## config.mk

```make
export PLATFORM = sky130hd
export DESIGN_NAME = fetch_queue_stage
export DESIGN_NICKNAME = d
export VERILOG_FILES = /design/src/rtl/fetch_queue_stage.sv
export SDC_FILE = /design/constraint.sdc
export NUM_CORES = 1
export LEC_CHECK = 0
export CORE_ASPECT_RATIO = 0.5
export CORE_MARGIN = 1.5
export CORE_UTILIZATION = 57
export DETAILED_ROUTE_END_ITERATION = 6
export PLACE_DENSITY = 0.9
export SLEW_MARGIN = 20
export SYNTH_ARGS = -nofsm -noshare
export SYNTH_HDL_FRONTEND = slang
export SYNTH_SLANG_ARGS = --single-unit
```

## constraint.sdc

```tcl
create_clock -name clk -period 5.1 [get_ports clk]
set_input_delay 1.02 -clock clk [delete_from_list [all_inputs] [get_ports clk]]
set_output_delay 1.02 -clock clk [all_outputs]
set_load 0.01 [all_outputs]
```

## src/rtl/fetch_queue_stage.sv

```systemverilog
// Instruction-fetch front end: owns the fetch PC, issues word requests, buffers replies in a
// prefetch queue and feeds IF/ID. Optional macro FETCH_BYPASS_EN adds an empty-queue response bypass.
module fetch_queue_stage #(
  parameter int          DEPTH    = 4,
  parameter logic [31:0] RESET_PC = 32'h0040_0000,
  parameter int          CNT_W    = 3
) (
  input  logic        clk,
  input  logic        reset,
  output logic        mem_req_valid,
  input  logic        mem_req_ready,
  output logic [31:0] mem_req_addr,
  input  logic        mem_rsp_valid,
  input  logic [31:0] mem_rsp_data,
  input  logic        redirect_i,
  input  logic [31:0] redirect_pc_i,
  output logic        if_valid_o,
  input  logic        if_ready_i,
  output logic [31:0] if_instr_o,
  output logic [31:0] if_pc_o,
  output logic [31:0] if_pc_plus_4_o
);

  localparam int             PW      = $clog2(DEPTH);
  localparam logic [CNT_W:0] CREDITS = (CNT_W+1)'(DEPTH);
  localparam logic [31:0]    NOP     = 32'h0000_0013;

  typedef enum logic {RUN = 1'b0, DRAIN = 1'b1} state_t;

  state_t           state_reg, state_next;
  logic [31:0]      fetch_pc_reg, fetch_pc_next;
  logic [CNT_W-1:0] count_reg, count_next;
  logic [CNT_W-1:0] outstanding_reg, outstanding_next;
  logic [CNT_W-1:0] drop_reg, drop_next;
  logic [PW-1:0]    q_wr_reg, q_rd_reg, tag_wr_reg, tag_rd_reg;
  logic [31:0]      last_instr_reg, last_pc_reg;

  logic [31:0] q_instr [DEPTH];
  logic [31:0] q_pc    [DEPTH];
  logic [31:0] tag_pc  [DEPTH];

  logic           rsp, issue, discard, keep, bypass, push, pop, out_fire;
  logic [CNT_W:0] credit_used;
  logic [31:0]    rsp_pc;

  // Queued entries plus in-flight requests may never exceed DEPTH, so responses always fit.
  assign rsp           = mem_rsp_valid & reset;
  assign rsp_pc        = tag_pc[tag_rd_reg];
  assign credit_used   = {1'b0, count_reg} + {1'b0, outstanding_reg};
  assign mem_req_valid = reset & ~redirect_i & (credit_used < CREDITS);
  assign mem_req_addr  = fetch_pc_reg;
  assign issue         = mem_req_valid & mem_req_ready;
  assign discard       = rsp & (state_reg == DRAIN);
  assign keep          = rsp & (state_reg == RUN);

`ifdef FETCH_BYPASS_EN
  assign bypass = keep & ~(|count_reg);
`else
  assign bypass = 1'b0;
`endif

  assign push       = keep & ~(bypass & if_ready_i);
  assign if_valid_o = (|count_reg) | bypass;
  assign out_fire   = if_valid_o & if_ready_i;
  assign pop        = out_fire & (|count_reg);

  always_comb begin
    if_instr_o = last_instr_reg;
    if_pc_o    = last_pc_reg;
    if (bypass) begin
      if_instr_o = mem_rsp_data;
      if_pc_o    = rsp_pc;
    end else if (|count_reg) begin
      if_instr_o = q_instr[q_rd_reg];
      if_pc_o    = q_pc[q_rd_reg];
    end
  end

  assign if_pc_plus_4_o = if_pc_o + 32'd4;

  always_comb begin
    state_next       = state_reg;
    fetch_pc_next    = fetch_pc_reg;
    count_next       = count_reg;
    drop_next        = drop_reg;
    outstanding_next = outstanding_reg + CNT_W'(issue) - CNT_W'(rsp);
    if (redirect_i) begin
      // Every request still in flight is now stale, except a reply landing this very cycle.
      fetch_pc_next = redirect_pc_i & 32'hFFFF_FFFC;
      count_next    = '0;
      drop_next     = outstanding_reg - CNT_W'(rsp);
    end else begin
      if (issue) fetch_pc_next = fetch_pc_reg + 32'd4;
      count_next = count_reg + CNT_W'(push) - CNT_W'(pop);
      drop_next  = drop_reg - CNT_W'(discard);
    end
    case (state_reg)
      RUN:     if (|drop_next)  state_next = DRAIN;
      DRAIN:   if (~|drop_next) state_next = RUN;
      default: state_next = RUN;
    endcase
  end

  always_ff @(posedge clk or negedge reset) begin
    if (!reset) begin
      state_reg       <= RUN;
      fetch_pc_reg    <= RESET_PC;
      count_reg       <= '0;
      outstanding_reg <= '0;
      drop_reg        <= '0;
      q_wr_reg        <= '0;
      q_rd_reg        <= '0;
      tag_wr_reg      <= '0;
      tag_rd_reg      <= '0;
      last_instr_reg  <= NOP;
      last_pc_reg     <= RESET_PC;
    end else begin
      state_reg       <= state_next;
      fetch_pc_reg    <= fetch_pc_next;
      count_reg       <= count_next;
      outstanding_reg <= outstanding_next;
      drop_reg        <= drop_next;
      if (redirect_i) begin
        q_wr_reg   <= '0;
        q_rd_reg   <= '0;
        tag_wr_reg <= '0;
        tag_rd_reg <= '0;
      end else begin
        if (push)  q_wr_reg   <= q_wr_reg + PW'(1);
        if (pop)   q_rd_reg   <= q_rd_reg + PW'(1);
        if (issue) tag_wr_reg <= tag_wr_reg + PW'(1);
        if (keep)  tag_rd_reg <= tag_rd_reg + PW'(1);
      end
      if (out_fire) begin
        last_instr_reg <= if_instr_o;
        last_pc_reg    <= if_pc_o;
      end
    end
  end

  // Storage carries no reset; validity is tracked by the pointers and counters.
  always_ff @(posedge clk) begin
    if (push) begin
      q_instr[q_wr_reg] <= mem_rsp_data;
      q_pc[q_wr_reg]    <= rsp_pc;
    end
    if (issue) tag_pc[tag_wr_reg] <= fetch_pc_reg;
  end

endmodule

```

# Word-level counts from Yosys, hierarchy flattened
# Memories as Yosys holds them, arrays and structs flattened.
# Index checks and enable logic that the tools add are counted.
[word_totals] n_memories=3 ramBits=384 regBits=114 out_inout_bits=130 in_bits=70 elab_cells=62
[op_classes] n_bitwise=10 n_mux=19 addsub=13 order_cmp=1 n_reduce_logical=5
[memory_table] memory="q_instr" depth=4 width=32 read_ports=1 rd_ports_with_merged_regs=0 wr=1 line_no="38" rtl="logic [31:0] q_instr [DEPTH];"
[memory_table] memory="q_pc" depth=4 width=32 read_ports=1 rd_ports_with_merged_regs=0 wr=1 line_no="39" rtl="logic [31:0] q_pc [DEPTH];"
[memory_table] memory="tag_pc" depth=4 width=32 read_ports=1 rd_ports_with_merged_regs=0 wr=1 line_no="40" rtl="logic [31:0] tag_pc [DEPTH];"
[op_table] operator="32-bit 2-to-1 mux" n=4
[op_table] operator="32-bit by 3-bit adder with 32-bit output (second input constant)" n=2
[op_table] operator="2-bit 2-to-1 mux" n=8
[op_table] operator="3-bit by 1-bit subtractor with 3-bit output" n=4
[op_table] operator="2-bit by 1-bit adder with 2-bit output (second input constant)" n=4
[op_table] operator="1-bit AND" n=8
[op_table] operator="3-bit by 1-bit adder with 3-bit output" n=2
[op_table] operator="3-bit 2-to-1 mux" n=2
[op_table] operator="2-bit nonzero test" n=3
[op_table] operator="3-bit OR reduction" n=2
[op_table] operator="1-bit 2-to-1 mux" n=5
[op_table] operator="3-bit by 3-bit adder with 4-bit output" n=1
[op_table] operator="4-bit by 3-bit < comparator with 1-bit output (second input constant)" n=1
[op_table] operator="1-bit inverter" n=2

# Depth between registers and ports, before layout
# Gate-level depths: netlist of run 1.
[depth] ltp_word=6 mapped_depth=14 ltp_nobuf=11

# Worst setup path after synthesis of run 1
# Ideal clock, no wire load.
[synth_path] kind="reg-to-output" from="reg count_reg[1]" to="out if_pc_plus_4_o[24]" path_buffers=4 setup_slack_ns=0.429 required_ns=4.080 t_arrival_ns=3.651 path_stages_with_launch=15 path_cell_list="dfrtp_1 -> nor3_2 -> inv_2 -> clkbuf_1 -> buf_1 -> clkbuf_1 -> clkbuf_1 -> nand2_1 -> nand2_1 -> ha_1 -> nand4_1 -> o22ai_1 -> nand4_2 -> a2111oi_2 -> xor2_1"
[synth_via] elab_chain_cells=3
[synth_rtl] item="start, declared" line_no="32" rtl="logic [CNT_W-1:0] count_reg, count_next;"
[synth_rtl] item="start signal, assigned" line_no="120" rtl="count_reg <= count_next;"
[synth_rtl] item="3-bit OR reduction"
[synth_rtl] item="net if_valid_o" line_no="17" rtl="output logic if_valid_o,"
[synth_rtl] item="32-bit 2-to-1 mux" line_no="73" rtl="end else if (|count_reg) begin"
[synth_rtl] item="net if_pc_o[3]" line_no="20" rtl="output logic [31:0] if_pc_o,"
[synth_rtl] item="32-bit by 3-bit adder with 32-bit output" line_no="79" rtl="assign if_pc_plus_4_o = if_pc_o + 32'd4;"
[synth_rtl] item="end, declared" line_no="21" rtl="output logic [31:0] if_pc_plus_4_o"
# The timed path passes the listed nets, and every way through them passes these cells.

# Worst setup path after layout of run 1
[layout_path] from="reg q_rd_reg[0]" to="out if_pc_plus_4_o[24]"
[layout_via] elab_chain_cells=3
[layout_rtl] item="start, declared" line_no="35" rtl="logic [PW-1:0] q_wr_reg, q_rd_reg, tag_wr_reg, tag_rd_reg;"
[layout_rtl] item="start signal, assigned" line_no="130" rtl="if (pop) q_rd_reg <= q_rd_reg + PW'(1);"
[layout_rtl] item="memory 4 x 32 bit"
[layout_rtl] item="32-bit 2-to-1 mux" line_no="73"
[layout_rtl] item="32-bit by 3-bit adder with 32-bit output" line_no="79"
# No other way between the ends.

==> results of run 1 <==
## kinds of logic after synthesis
kind of cell               after synthesis  synth area share [%]
muxes                                  164                  14.4
adders and majority gates               22                  1.46
other                                    1                0.0188
xor gates and xnor gates                41                  1.80
AOI/OAI and AO/OA                       84                  2.82
and+or+nand+nor                        364                  8.17
DFF                                    480                  69.5
buffers and inverters                   88                  1.86
## through the flow
step	instances	power [W]
after floorplan	1245	0.00749
after global placement	1876	0.00950
after global routing	1957	0.0134
after CTS	1955	0.0129
after detailed placement	1876	0.00971
final	1957	0.0130
## per-layer routing
layer / routed length (µm) / GRT usage, % / up-vias
met2: 25800 / 48.4 / 796
met1: 18200 / 35.4 / 6258
li1: - / - / 5133
met4: 2460 / 12.3 / 0
met5: 0 / 0 / -
met3: 3970 / 4.94 / 174
## placed cells by master (no fill, tap or decap), types with 10 or more instances in the layout
cell	n
xor2_1	23
dfrtp_1	104
nand2_1	229
inv_1	23
mux4_2	92
xnor2_1	18
mux2_2	63
ha_1	20
buf_4	24
a21oi_1	12
nand4_1	21
edfxtp_1	368
clkbuf_16	45
o311ai_0	10
clkdlybuf4s50_1	193
nor2_1	30
and2_1	10
o21ai_0	30
clkbuf_1	20
and3_1	13
nand3_1	27
## worst max-delay path, cell delays in order, from the launching register on
cell             delay, ps
dfrtp_4                620
mux4_2                 420
mux2i_1                110
inv_1                  100
ha_1                   240
nand4_1                110
o22ai_2                230
nand4_4                270
a2111oi_4              430
xor2_1                 260
clkdlybuf4s50_1        580
## area by class of cell
| class | instances | area share, % |
|---|---|---|
| clock inverters | 11 | 0.326 |
| well taps | 475 | 2.49 |
| flip-flops and latches | 480 | 58.2 |
| clock buffers | 66 | 5.10 |
| multi-input cells | 677 | 24.2 |
| inverters | 26 | 0.420 |
| repair buffers | 222 | 9.22 |
## what timing repair did
item / 4_1_cts / 5_1_grt
resized for setup: 2 / 3
setup buffers: 1 / 2
pin swaps: 1 / 1
cloned: 1 / 0
endpoints found under the setup margin: 1 / 6
## how the worst min path moves through the flow
| stage | slack [ps] | from | endpoint | depth (start not counted) |
|---|---|---|---|---|
| after floorplan | 440 | last_pc_reg[0] | last_pc_reg[0] | 1 |
| after global placement | 460 | last_pc_reg[0] | last_pc_reg[0] | 1 |
| after detailed placement | 470 | last_pc_reg[0] | last_pc_reg[0] | 1 |
| after CTS | 490 | last_pc_reg[0] | last_pc_reg[0] | 1 |
| after global routing | 500 | last_pc_reg[0] | last_pc_reg[0] | 1 |
| final | 490 | last_pc_reg[0] | last_pc_reg[0] | 1 |
## power breakdown
group          total, W  internal, W  switching (W)
Clock           0.00308      0.00169        0.00139
Combinational   0.00478      0.00236        0.00242
Sequential      0.00509      0.00468       0.000407
Total            0.0130      0.00873        0.00422
==> results.tsv, run 1 <==
stage	metric	value	unit
timing	post-route minimum period	4960	ps
clocking	Clock transition at path regs	60	ps
synthesis	synthesized cell area	19900	µm²
setup_path	CP Launch Type	flip-flop	
floorplanning	DIE WIDTH	268	µm
synthesis	sequential share of the synthesized area	69.5	%
synthesis	Post-Syn Instances	1244	
drt	DRC	0	
min_path	Min-Delay Path Class	flip-flop to flip-flop	
timing	Worst Skew	10.9	ps
clocking	CTS Root Cell	clkbuf_16	
synthesis	Yosys cell types	53	
placement	pre-CTS setup slack	557	ps
floorplanning	core area	34500	µm²
synthesis	EDFF count, synth	368	
cells_and_area	Seq. cell area	13900	µm²
timing	Slew headroom	31.7	%
cells_and_area	biggest regs	q_instr (128), q_pc (120), tag_pc (120)	
clocking	clock latency on the worst-skew pair	550	ps
setup_path	Critical Path RT	4080	ps
setup_path	critical path capture point type	primary output	
drt	DR WL/cell	25.8	µm
setup_path	reg2reg start	count_reg[2]	
flow_run	maxcap violations	0	
floorplanning	row cnt	48	
timing	Fmax achieved	0.202	GHz
setup_path	Crit Path Max Fanout	18	
cells_and_area	nets	1541	
clocking	clk sink count	480	
timing	RSZ-0062 raised after global routing	yes	
synthesis	Post-synth top flop	edfxtp_1	
power	Power per Cell Area	544	nW/µm²
clocking	CTS tree	built	
setup_path	Worst Path Arrival	3940	ps
placement	final RePlAce weighted congestion	0.839	
timing	final hold violations	0	
placement	Placed Area	22400	µm²
timing	setup violators final	0	
synthesis	Synth top area share	55.4	%
synthesis	top cells by count, synth	edfxtp_1 (368), nand2_1 (229), dfrtp_1 (107)	
cells_and_area	fraction of layout cells with a size suffix above 1	17.5	%
placement	hpwl dp	29300	µm
global_routing	vias in the first global route	12700	
cells_and_area	Final Core Density	69.1	%
synthesis	Synth Register Bits	480	
global_routing	initial antenna violation count	0	
drt	Vias	12400	
timing	Slew Limit Fails	0	
power	VDD IR max	0.288	mV
synthesis	top cells by area, synth	edfxtp_1 (55%), dfrtp_1 (13%), mux4_2 (10%), nand2_1 (4.3%), mux2_2 (3.6%)	
cells_and_area	multi-input logic area	5780	µm²
power	Leak	8.41	nW
timing	Hold WS	494	ps
cells_and_area	fillers	1986	
cells_and_area	final instance area	23800	µm²
floorplanning	die area	36200	µm²
clocking	Inserted Clock Buffers	42	
synthesis	cell taking the most area after synthesis	edfxtp_1	
timing	Final Cycle Share	97.2	%
cells_and_area	# diodes	0	
clocking	Longest Clk Path Bufs	3	
drt	Initial DRC Count	1373	
setup_path	CP Launch Point	q_rd_reg[0]	
drt	1st-pass router iterations	5	
clocking	H-tree depth	2	
setup_path	Critical Path End	if_pc_plus_4_o[24]	
floorplanning	die height	135	µm
setup_path	Reg-to-Reg End	outstanding_reg[2]	
setup_path	register-to-register setup slack	1640	ps
global_routing	pin count of the biggest net entering global routing	71	
outcome	status	completed	
cells_and_area	max reg flops	128	
global_routing	GRT Residual Overflow	0	
synthesis	Avg Cell Area, Syn	16.0	µm²
synthesis	YS warnings	0	
timing	final worst setup slack	143	ps
synthesis	FFs w/ async S/R, synth	23.3	%
setup_path	CP Class	flip-flop to primary output	
setup_path	reg2reg path depth	10	
timing	Slew @ Worst Pin	1030	ps
cells_and_area	Area growth, synth to finish	19.4	%
drt	Vias/cell	6.32	
clocking	CTS Hold Bufs	0	
drt	Final ANT Viol Nets	0	
floorplanning	IO Pins	200	
global_routing	first-pass GRT wire length	76100	µm
global_routing	GR Util All Layers	28.1	%
drt	Routed WL	50400	µm
placement	IO buf count	195	
cells_and_area	Most flops, register	q_instr	
floorplanning	Starting Density	57.9	%
synthesis	top-count cell post-synth	edfxtp_1	
timing	setup TNS	0	ps
Power figures use the tool's default switching activity.
==> inputs of run 2 (changes only) <==
clock period = 5.37 ns   (was 5.1 ns; I/O delays follow)
==> run 2 against run 1 <==
Compared with the run above: first-iteration DRC count fell by 1.7%; sequential power fell by 5.5%; largest power group unchanged; critical endpoint is now if_pc_plus_4_o[31]; critical path type unchanged; core utilization grew 0.13 points; total power decreased by 3.8%; clock-buffer cell count fell by 14; critical path depth is 2 lower; worst hold slack gained 15 ps; via count is 0.23% lower; wire length is 2.8% lower; highest routed layer unchanged.
==> results.tsv, run 2 (same netlist as run 1, synthesis figures left out) <==
stage	metric	value	unit	change
cells_and_area	nets	1533		-0.52%
drt	DRC	0		unchanged
timing	Slew headroom	26.8	%	-4.8 points
clocking	clk sink count	480		unchanged
clocking	setup repair bufs after CTS	0		-1
floorplanning	die area	36200	µm²	unchanged
timing	post-route minimum period	5170	ps	
timing	Fmax achieved	0.194	GHz	
setup_path	Top cell by count, worst path	nand4_1		
setup_path	critical path capture point type	primary output		
global_routing	pin count of the biggest net entering global routing	78		+9.9%
setup_path	CP Launch Type	flip-flop		
setup_path	slowest CP cell	clkdlybuf4s50_1		
drt	Vias	12300		-0.23%
min_path	hold depth	1		unchanged
outcome	status	completed		
floorplanning	IO Pins	200		unchanged
global_routing	first-pass GRT wire length	73800	µm	-3.0%
floorplanning	Starting Density	57.9	%	unchanged
timing	Worst Skew	19.5	ps	+8.57 ps
cells_and_area	fraction of layout cells with a size suffix above 1	17.8	%	+0.23 points
min_path	hold endpoint	last_instr_reg[18]		
drt	Routed WL	49000	µm	-2.8%
clocking	H-tree depth	2		unchanged
setup_path	critical-path cell list	nor3_4 -> buf_6 -> nand4_1 -> a21boi_1 -> nand4_1 -> nor4_1 -> xor2_1 -> clkdlybuf4s50_1		
setup_path	Reg-to-Reg End	outstanding_reg[2]		
min_path	Min-Delay Path Class	flip-flop to flip-flop		
timing	setup TNS	0	ps	unchanged
drt	Final ANT Viol Nets	0		unchanged
cells_and_area	non-filler cells, final	1951		-0.31%
floorplanning	row cnt	48		unchanged
timing	Slew Limit Fails	0		unchanged
drt	routed length on met1	17700	µm	-3.0%
global_routing	GRT Residual Overflow	0		unchanged
placement	final RePlAce weighted congestion	0.839		about the same
global_routing	GR Util All Layers	27.1	%	-0.92 points
placement	placed cells	1872		-0.21%
setup_path	CP max stage delay	550	ps	-70 ps
cells_and_area	Most flops, register	q_instr		
setup_path	register-to-register setup slack	1910	ps	+270 ps
drt	met2 wire length	24900	µm	-3.4%
drt	DR WL/cell	25.1	µm	-2.5%
power	VDD IR max	0.318	mV	+10%
min_path	Hold Crit Start	last_instr_reg[18]		
timing	Final Cycle Share	96.2	%	
clocking	CTS Root Cell	clkbuf_16		
power	Leak	8.43	nW	+0.24%
setup_path	reg2reg path depth	10		unchanged
timing	setup violators final	0		unchanged
timing	Hold WS	508	ps	+14.8 ps
setup_path	family with the most delay on the worst path	simple AND/OR/NAND/NOR gates		
setup_path	Worst Path Arrival	4090	ps	+150 ps
drt	1st-pass router iterations	7		+2
placement	IO buf count	195		unchanged
cells_and_area	max reg flops	128		unchanged
clocking	Clock transition at path regs	60	ps	about the same
cells_and_area	commonest non-fill, non-tap cells in the layout	edfxtp_1 (368), nand2_1 (229), clkdlybuf4s50_1 (193)		
cells_and_area	commonest non-fill, non-tap cell in the layout	edfxtp_1		
floorplanning	die height	135	µm	unchanged
clocking	CTS tree	built		
drt	DR top layer	met4		
setup_path	reg2reg start	count_reg[1]		
drt	Initial DRC Count	1349		-1.7%
drt	met3 WL	4370	µm	+10%
setup_path	Critical Path RT	4300	ps	+220 ps
placement	hpwl dp	28100	µm	-4.1%
placement	pre-CTS setup slack	645	ps	+87.8 ps
clocking	Longest Clk Path Bufs	3		unchanged
global_routing	initial antenna violation count	2		+2
cells_and_area	Area growth, synth to finish	19.7	%	
power	Power per Cell Area	522	nW/µm²	-4.0%
clocking	Inserted Clock Buffers	42		unchanged
drt	Vias/cell	6.32		about the same
floorplanning	core area	34500	µm²	unchanged
setup_path	CP Class	flip-flop to primary output		
setup_path	Crit Path Max Fanout	71		+53
timing	Slew @ Worst Pin	1090	ps	+63.7 ps
cells_and_area	biggest regs	q_instr (128), q_pc (120), tag_pc (120)		
timing	final hold violations	0		unchanged
flow_run	maxcap violations	0		unchanged
timing	RSZ-0062 raised after global routing	no		
setup_path	Bufs and invs on worst path	2		unchanged
cells_and_area	fillers	1984		-0.10%
global_routing	vias in the first global route	12400		-1.8%
timing	final worst setup slack	204	ps	+60.2 ps
floorplanning	DIE WIDTH	268	µm	unchanged
clocking	clock latency on the worst-skew pair	550	ps	about the same
==> run 2: timing repair <==
item,CTS,global route
resized for setup,1,5
setup endpoints to repair,4,12
hold buffers,0,0
==> run 2: layout make-up <==
class                           count  area [µm²]  share of cell area (%)
Timing Repair Buffer              214        2110                    8.84
Sequential cell                   480       13900                    58.1
Clock inverter                     25         310                    1.30
Inverter                           26         100                   0.419
Tap cell                          475         594                    2.49
Multi-Input combinational cell    677        5760                    24.1
Antenna cell                        2        5.00                  0.0210
Clock buffer                       52        1120                    4.69
==> run 2: worst max-delay path by stage <==
stage	from	end	cells past startpoint
detailed placement	count_reg[1]	if_pc_plus_4_o[31]	8
global placement	count_reg[0]	if_pc_plus_4_o[31]	8
finish	count_reg[1]	if_pc_plus_4_o[31]	8
floorplan	count_reg[1]	if_pc_plus_4_o[24]	14
global route	count_reg[1]	if_pc_plus_4_o[31]	8
CTS	count_reg[1]	if_pc_plus_4_o[31]	9
==> run 2: power breakdown <==
| part | internal, W | switching, W |
|---|---|---|
| combinational | 0.00218 | 0.00231 |
| sequential | 0.00445 | 0.000361 |
| clock | 0.00183 | 0.00134 |
| total | 0.00845 | 0.00400 |
==> run 2: layer usage <==
metal	track usage (%)	vias up
li1	-	5118
met1	35.0	6245
met2	45.9	795
met3	5.22	174
met4	11.2	0
met5	0	-
==> run 2: worst reg2reg max path: cells and delay by family, from the launching register on <==
kind | cells | cell delay [ps]
DFF | 1 | 470
AOI/OAI and AO/OA | 1 | 540
buffers and inverters | 2 | 230
adders and majority gates | 4 | 1160
and+or+nand+nor | 2 | 810
xor gates and xnor gates | 1 | 190
==> run 2: per-stage QoR <==
| stage | util [%] | instance area (µm²) | total power [W] |
|---|---|---|---|
| 2_1_floorplan | - | 20000 | 0.00711 |
| 3_3_place_gp | 65.0 | 22400 | 0.00896 |
| 3_5_place_dp | 65.0 | 22400 | 0.00918 |
| 4_1_cts | 69.1 | 23800 | 0.0124 |
| 5_1_grt | 69.3 | 23900 | 0.0129 |
| 6_report | 69.3 | 23900 | 0.0125 |
==> inputs of run 3 (changes only) <==
CAP_MARGIN = 5   (was default)
CELL_PAD_IN_SITES_DETAIL_PLACEMENT = 1   (was default)
CELL_PAD_IN_SITES_GLOBAL_PLACEMENT = 1   (was default)
CORE_UTILIZATION = 48   (was 57)
PLACE_DENSITY = 0.89   (was 0.9)
==> run 3 against run 2 <==
Compared with the run above: via count grew 3.2%; first-iteration DRC count rose by 7.4%; core utilization shrank 10 points; design area up 0.79%; worst hold slack lost 11 ps; clock skew rose by 4.0 ps; non-clock buffer count up 7; highest routed layer unchanged.
==> results.tsv, run 3 (same netlist as run 1, synthesis figures left out) <==
stage	metric	value	unit	change
outcome	status	completed		
drt	routed length on met1	23000	µm	+30%
placement	final RePlAce weighted congestion	0.805		-4.1%
drt	Initial DRC Count	1449		+7.4%
floorplanning	core area	40700	µm²	+18%
drt	DRC	0		unchanged
setup_path	CP Launch Type	flip-flop		
floorplanning	IO Pins	200		unchanged
flow_run	maxcap violations	0		unchanged
clocking	H-tree depth	2		unchanged
cells_and_area	Area growth, synth to finish	20.6	%	
setup_path	CP Class	flip-flop to primary output		
global_routing	initial antenna violation count	2		unchanged
global_routing	GRT Residual Overflow	0		unchanged
timing	Worst Skew	23.5	ps	+4.01 ps
floorplanning	row cnt	52		+8.3%
timing	setup violators final	0		unchanged
clocking	Longest Clk Path Bufs	3		unchanged
floorplanning	die area	42900	µm²	+18%
cells_and_area	fraction of layout cells with a size suffix above 1	18.5	%	+0.77 points
placement	pre-CTS setup slack	445	ps	-200 ps
drt	DR top layer	met4		
cells_and_area	biggest regs	q_instr (128), q_pc (120), tag_pc (120)		
timing	Final Cycle Share	96.8	%	+0.59 points
cells_and_area	max reg flops	128		unchanged
global_routing	first-pass GRT wire length	90400	µm	+23%
timing	Slew @ Worst Pin	1110	ps	+18.6 ps
drt	DR WL/cell	30.2	µm	+20%
global_routing	pin count of the biggest net entering global routing	74		-5.1%
floorplanning	die height	147	µm	+8.8%
timing	setup TNS	0	ps	unchanged
drt	Routed WL	61100	µm	+25%
drt	met2 wire length	31500	µm	+26%
cells_and_area	Most flops, register	q_instr		
cells_and_area	nets	1541		+0.52%
placement	hpwl dp	33900	µm	+21%
drt	met3 WL	4140	µm	-5.4%
clocking	CTS Root Cell	clkbuf_16		
timing	Slew headroom	25.9	%	-0.96 points
setup_path	critical path capture point type	primary output		
power	Leak	8.47	nW	+0.52%
clocking	Inserted Clock Buffers	43		+2.4%
clocking	clock latency on the worst-skew pair	570	ps	+20 ps
power	VDD IR max	0.351	mV	+10%
power	Power per Cell Area	536	nW/µm²	+2.8%
min_path	Min-Delay Path Class	flip-flop to flip-flop		
timing	Fmax achieved	0.192	GHz	-0.61%
drt	1st-pass router iterations	5		-2
drt	Vias	12700		+3.2%
cells_and_area	Seq. cell area	13900	µm²	unchanged
drt	Vias/cell	6.29		-0.56%
cells_and_area	commonest non-fill, non-tap cells in the layout	edfxtp_1 (368), nand2_1 (229), clkdlybuf4s50_1 (193)		
cells_and_area	multi-input logic area	5790	µm²	+0.43%
timing	final worst setup slack	172	ps	-31.6 ps
drt	Final ANT Viol Nets	0		unchanged
global_routing	vias in the first global route	13500		+8.8%
timing	post-route minimum period	5200	ps	+31.6 ps
cells_and_area	fillers	3653		+84%
floorplanning	Starting Density	49.0	%	-8.9 points
clocking	CTS tree	built		
clocking	Clock transition at path regs	60	ps	about the same
clocking	clk sink count	480		unchanged
setup_path	Critical Path RT	4300	ps	about the same
timing	Slew Limit Fails	0		unchanged
timing	final hold violations	0		unchanged
placement	IO buf count	195		unchanged
cells_and_area	commonest non-fill, non-tap cell in the layout	edfxtp_1		
global_routing	GR Util All Layers	28.4	%	+1.3 points
setup_path	Crit Path Max Fanout	57		-20%
setup_path	Worst Path Arrival	4120	ps	+30 ps
floorplanning	DIE WIDTH	291	µm	+8.9%
[run 3: cell count changes in the layout (fill, tap and decap cells not counted), sizes merged]
cell,previous run,this run
inv,27,26
clkbuf,52,62
bufinv,7,3
clkinv,17,12
buf,21,28
clkinvlp,0,2
[run 3: worst max-delay path, cell delays in order, from the launching register on]
cell,delay (ps)
dfrtp_1,460
nor3_4,370
buf_6,480
nand4_1,200
a22oi_1,550
nand4_1,180
buf_4,210
buf_4,150
nor2_1,140
xor2_1,200
clkdlybuf4s50_1,600
[run 3: per-stage QoR]
step | instances | power, W | hold slack, ps | area, µm² | util (%)
3_5_place_dp | 1937 | 0.00938 | 470 | 22500 | 55.2
2_1_floorplan | 1245 | 0.00711 | 444 | 20000 | -
3_3_place_gp | 1937 | 0.00904 | 462 | 22500 | 55.2
5_1_grt | 2025 | 0.0133 | 513 | 24100 | 59.1
6_report | 2025 | 0.0129 | 497 | 24100 | 59.1
4_1_cts | 2018 | 0.0128 | 495 | 24000 | 58.8
[run 3: path summary, 6_finish.rpt]
check	start	endpoint	slack [ps]	depth (start not counted)
max	count_reg[0]	if_pc_plus_4_o[25]	170	10
min	last_pc_reg[0]	last_pc_reg[0]	500	1
max reg2reg	count_reg[2]	outstanding_reg[2]	1610	11
min reg2reg	last_pc_reg[0]	last_pc_reg[0]	500	1
max in group asynchronous	reset	tag_rd_reg[0]	3390	3
min in group asynchronous	reset	tag_wr_reg[1]	680	2
[run 3: report_power, final]
| group | total (W) | switching, W | internal, W | leakage (nW) |
|---|---|---|---|---|
| logic | 0.00480 | 0.00259 | 0.00222 | 3.11 |
| registers | 0.00486 | 0.000413 | 0.00445 | 4.66 |
| clock network | 0.00324 | 0.00143 | 0.00181 | 0.709 |
| total | 0.0129 | 0.00443 | 0.00847 | 8.47 |
[run 3: repair_timing]
item	CTS	global route
hold endpoints to repair	0	0
pin swaps	1	1
endpoints found under the setup margin	13	6
buffers inserted	2	5
resized for setup	7	2
hold buffers	0	0
[run 3: layout make-up]
class / instances / share of cell area, %
Tap cell: 540 / 2.81
Clock inverter: 17 / 0.681
Sequential cell: 480 / 57.6
Timing Repair Buffer: 221 / 9.05
Inverter: 26 / 0.416
Antenna cell: 2 / 0.0208
Clock buffer: 62 / 5.32
Multi-Input combinational cell: 677 / 24.1
[run 3: metal layers]
| metal | GRT usage [%] | up-vias |
|---|---|---|
| li1 | - | 5143 |
| met1 | 35.8 | 6648 |
| met2 | 49.5 | 753 |
| met3 | 3.96 | 184 |
| met4 | 12.4 | 0 |
| met5 | 0 | - |
